[config.mk]
export PLATFORM = sky130hd
export DESIGN_NAME = vote_collector
export DESIGN_NICKNAME = d
export VERILOG_FILES = /design/src/rtl/vote_pkg.sv /design/src/rtl/btn_sync_edge.sv /design/src/rtl/vote_collector.sv
export SDC_FILE = /design/constraint.sdc
export NUM_CORES = 1
export LEC_CHECK = 0
export ABC_AREA = 1
export CORE_MARGIN = 2
export CORE_UTILIZATION = 45
export DETAILED_ROUTE_END_ITERATION = 16
export GPL_ROUTABILITY_DRIVEN = 1
export PLACE_DENSITY_LB_ADDON = 0.05
export SETUP_SLACK_MARGIN = 0.3
export SLEW_MARGIN = 20
export SYNTH_ARGS = -nofsm -noshare
export SYNTH_HDL_FRONTEND = slang
export SYNTH_HIERARCHICAL = 1
export SYNTH_SLANG_ARGS = --single-unit
[constraint.sdc]
create_clock -name clk -period 2.23 [get_ports clk]
set_input_delay 0.223 -clock clk [delete_from_list [all_inputs] [get_ports clk]]
set_output_delay 0.223 -clock clk [all_outputs]
set_load 0.005 [all_outputs]
[src/rtl/vote_pkg.sv]
// Shared types and constants for the vote collector front end.
package vote_pkg;

    typedef enum logic [1:0] {
        IDLE    = 2'd0,
        COLLECT = 2'd1,
        PRESENT = 2'd2
    } state_t;

    localparam int NUM_VOTERS        = 3;
    localparam int DEF_WINDOW_CYCLES = 1000;

endpackage

[src/rtl/btn_sync_edge.sv]
// Two-flop synchronizer per bit followed by a one-cycle rising-edge pulse.
module btn_sync_edge #(
    parameter int WIDTH = 6
) (
    input  logic             clk,
    input  logic             rst_n,
    input  logic [WIDTH-1:0] din,
    output logic [WIDTH-1:0] rise
);

    logic [WIDTH-1:0] meta;
    logic [WIDTH-1:0] sync;
    logic [WIDTH-1:0] prev;

    always_ff @(posedge clk or negedge rst_n) begin
        if (!rst_n) begin
            meta <= '0;
            sync <= '0;
            prev <= '0;
        end else begin
            meta <= din;
            sync <= meta;
            prev <= sync;
        end
    end

    assign rise = sync & ~prev;

endmodule

[src/rtl/vote_collector.sv]
// Collects one vote per voter within a timed window and presents the closed round.
// Optional macro VOTE_CHANGE_EN: latest vote wins and the round always runs the full window.
//
// state   | meaning
// IDLE    | waiting for start; last round's votes/voted held
// COLLECT | window open, counter running, latching button edges
// PRESENT | round closed, outputs frozen until ack
module vote_collector
    import vote_pkg::*;
#(
    parameter int WINDOW_CYCLES = DEF_WINDOW_CYCLES,
    parameter int CNT_W         = 16
) (
    input  logic                  clk,
    input  logic                  rst_n,
    input  logic                  start,
    input  logic [NUM_VOTERS-1:0] btn_yes,
    input  logic [NUM_VOTERS-1:0] btn_no,
    input  logic                  ack,
    output logic [NUM_VOTERS-1:0] votes,
    output logic [NUM_VOTERS-1:0] voted,
    output logic                  valid,
    output logic                  busy,
    output logic                  timed_out
);

    localparam logic [CNT_W-1:0]      CNT_LOAD  = CNT_W'(WINDOW_CYCLES - 1);
    localparam logic [NUM_VOTERS-1:0] ALL_VOTED = '1;

    state_t                  state;
    logic [CNT_W-1:0]        cnt;
    logic [2*NUM_VOTERS-1:0] rise;
    logic [NUM_VOTERS-1:0]   yes_e;
    logic [NUM_VOTERS-1:0]   no_e;
    logic [NUM_VOTERS-1:0]   votes_nxt;
    logic [NUM_VOTERS-1:0]   voted_nxt;
    logic                    close;

    btn_sync_edge #(.WIDTH(2*NUM_VOTERS)) u_sync (
        .clk  (clk),
        .rst_n(rst_n),
        .din  ({btn_no, btn_yes}),
        .rise (rise)
    );

    assign yes_e = rise[NUM_VOTERS-1:0];
    assign no_e  = rise[2*NUM_VOTERS-1:NUM_VOTERS];

    // A simultaneous yes+no edge from one voter is ambiguous and dropped.
    always_comb begin
        votes_nxt = votes;
        voted_nxt = voted;
        for (int i = 0; i < NUM_VOTERS; i++) begin
`ifdef VOTE_CHANGE_EN
            if (yes_e[i] ^ no_e[i]) begin
`else
            if ((yes_e[i] ^ no_e[i]) && !voted[i]) begin
`endif
                votes_nxt[i] = yes_e[i];
                voted_nxt[i] = 1'b1;
            end
        end
    end

`ifdef VOTE_CHANGE_EN
    assign close = (cnt == '0);
`else
    assign close = (cnt == '0) || (voted == ALL_VOTED);
`endif

    always_ff @(posedge clk or negedge rst_n) begin
        if (!rst_n) begin
            state     <= IDLE;
            cnt       <= '0;
            votes     <= '0;
            voted     <= '0;
            valid     <= 1'b0;
            busy      <= 1'b0;
            timed_out <= 1'b0;
        end else begin
            case (state)
                IDLE: begin
                    if (start) begin
                        state     <= COLLECT;
                        busy      <= 1'b1;
                        votes     <= '0;
                        voted     <= '0;
                        timed_out <= 1'b0;
                        cnt       <= CNT_LOAD;
                    end
                end
                COLLECT: begin
                    // A vote landing on the closing edge still counts toward timed_out.
                    votes <= votes_nxt;
                    voted <= voted_nxt;
                    if (close) begin
                        state     <= PRESENT;
                        busy      <= 1'b0;
                        valid     <= 1'b1;
                        cnt       <= '0;
                        timed_out <= (voted_nxt != ALL_VOTED);
                    end else begin
                        cnt <= cnt - 1'b1;
                    end
                end
                PRESENT: begin
                    if (ack) begin
                        state <= IDLE;
                        valid <= 1'b0;
                    end
                end
                default: begin
                    state <= IDLE;
                    valid <= 1'b0;
                    busy  <= 1'b0;
                    cnt   <= '0;
                end
            endcase
        end
    end

endmodule

==> run summary <==
Most common cell after layout, fill and taps aside -> nand2_1
Data arrival, critical path -> 1.78 ns
Fin. Hold Viols -> 0
Maximum vdd drop -> 0.484 mV
Ys Warns -> 6
Pwr Density -> 1190 nW/µm²
CTS sink count -> 45
Power Total -> 2.78 mW
Worst skew pair latency -> 0.29 ns
Hold Buf Count CTS -> 1
Gp weighted congestion -> 0.800
Flop2flop setup slack -> 0.62 ns
Status -> completed
CP Capture Type -> register
Worst setup path endpoint -> busy
Vias per std cell -> 4.86
MaxCap Viol Count -> 0
CP Max Fanout -> 10
Ant diodes -> 0
Root Buffer -> clkbuf_8
Distinct cells, synth -> 23
Cell Rows -> 24
Filler cells -> 429
Final Max Tran Viols -> 0
Reg clk slew, reported paths -> 0.08 ns
Vias in the first global route -> 1533
DRT Wirelength -> 3720 µm
Fin nets -> 263
First DRT Iteration DRCs -> 76
Io pins -> 19
Seq cells post-synth -> 45
Die area -> 4990 µm²
Post-CTS Repair Setup Buffers -> 0
Min-delay worst type -> register to register
Tmin final -> 1.61 ns
R2r endpoint -> busy
GRT Total Usage -> 17.6%
Final setup fails -> 0
# resized after CTS -> 0
Crit Path Class -> register to register
Setup crit start -> cnt[0]
Slew @ Worst Pin -> 0.434 ns
Synth Instances -> 226
Antenna violations before repair -> 0
Sequential share of the synthesized area -> 56.4%
Core area -> 4320 µm²
Clock Skew -> 0.00548 ns
FF-to-FF Start -> cnt[0]
Max Clock Freq -> 623 MHz
Avg Cell Area, Syn -> 8.84 µm²
WP data required -> 2.40 ns
Syn Std Cell Area -> 2000 µm²
First-pass GRT wire length -> 6830 µm
Startpoint types -> register
Largest net degree at the start of global routing -> 20
Layout cell share with drive strength beyond 1 -> 9.49%
Area growth syn-to-layout -> 16.7%
Via count -> 1481
Remaining DRCs -> 0
Reg2Reg Depth -> 9
Die Y -> 70.6 µm
Port Buf Inserts -> 18
Post-route ant nets -> 0
Leakage -> 1.14 nW
Most frequent cells in the layout -> nand2_1, dfrtp_1, inv_1
Syn Nets -> 237
Setup TNS -> 0 ns
Total CTS buffers -> 5
Gr ovfl total -> 0
DR pass1 iterations -> 4
Starting Density -> 46.2%
Die width -> 70.6 µm
Dpl hpwl -> 2720 µm
H-tree depth -> 2
RSZ-0062 raised after global routing -> false
Longest Clk Path Bufs -> 2
Final Cycle Share -> 72.0%
TritonCTS clock tree -> built
WL/cell -> 12.2 µm
Slew headroom -> 71.1%
==> synthesized netlist by cell type (all sizes together) <==
| cell type | number | area (µm²) |
|---|---|---|
| and2 | 1 | 6.26 |
| o31ai | 1 | 7.51 |
| nand2 | 48 | 183 |
| nand3 | 16 | 85.1 |
| dfrtp | 45 | 1130 |
| nand4 | 4 | 25.0 |
| o21ai | 11 | 58.8 |
| buf | 3 | 21.3 |
| nor2 | 34 | 155 |
| nor3 | 2 | 10.0 |
| a21oi | 18 | 90.1 |
| xnor2 | 6 | 52.6 |
| inv | 30 | 113 |
| ha | 1 | 12.5 |
| xor2 | 6 | 52.6 |
==> through the flow <==
stage	cell area [µm²]	setup slack (ns)	util (%)	hold slack (ns)	std cells
floorplan	2000	0.864	-	-0.0726	226
global placement	2240	0.627	51.8	0.187	296
detailed placement	2240	0.616	51.8	0.187	296
CTS	2330	0.612	53.9	0.354	305
global route	2330	0.434	53.9	0.359	305
finish	2330	0.625	53.9	0.352	305
==> power by group <==
part           internal (mW)  switching [mW]  total (mW)
clock                  0.218           0.266       0.484
combinational          0.451           0.629        1.08
sequential              1.02           0.194        1.21
==> layout make-up <==
type	count	area [µm²]	area share, %
clock inverters	2	10.0	0.429
repair buffers	22	208	8.91
flip-flops and latches	45	1130	48.3
well taps	52	65.1	2.79
inverters	30	113	4.83
clock buffers	6	72.6	3.11
multi-input cells	148	738	31.7
==> how the worst min path moves through the flow <==
stage	end	from	depth (start not counted)
after global placement	cnt[7]	rst_n	1
after global routing	u_sync/sync[1]	u_sync/meta[1]	0
final	u_sync/sync[0]	u_sync/meta[0]	0
after detailed placement	cnt[7]	rst_n	1
after floorplan	busy	rst_n	0
after CTS	u_sync/sync[0]	u_sync/meta[0]	0
==> state kept, by name (all words and copies together) (netlist names) <==
| name | cells |
|---|---|
| busy | 1 |
| cnt | 16 |
| state | 2 |
| timed_out | 1 |
| u_sync/meta | 6 |
| u_sync/prev | 6 |
| u_sync/sync | 6 |
| valid | 1 |
| voted | 3 |
| votes | 3 |
==> layer usage <==
layer	part of all wire, %	global-route usage, %
met2	48	29.7
met3	2.9	4.56
met1	48	22.7
met5	0	0
met4	1.2	5.03
==> worst max-delay path, cell delays in order, from the launching register on <==
cell	delay, ns
dfrtp_1	0.40
inv_1	0.09
ha_1	0.21
nand2_1	0.11
nor2_1	0.12
nand2_1	0.09
nand3_2	0.19
nand2_2	0.12
nand2_1	0.10
nand2_1	0.07
==> logic make-up after synthesis <==
logic type | after synthesis | synth area share [%]
and+or+nand+nor | 105 | 23.2
xor gates and xnor gates | 12 | 5.26
AOI/OAI and AO/OA | 30 | 7.83
buffers and inverters | 33 | 6.70
adders and majority gates | 1 | 0.626
DFF | 45 | 56.4
No activity file was read; power rests on OpenSTA's default activity.
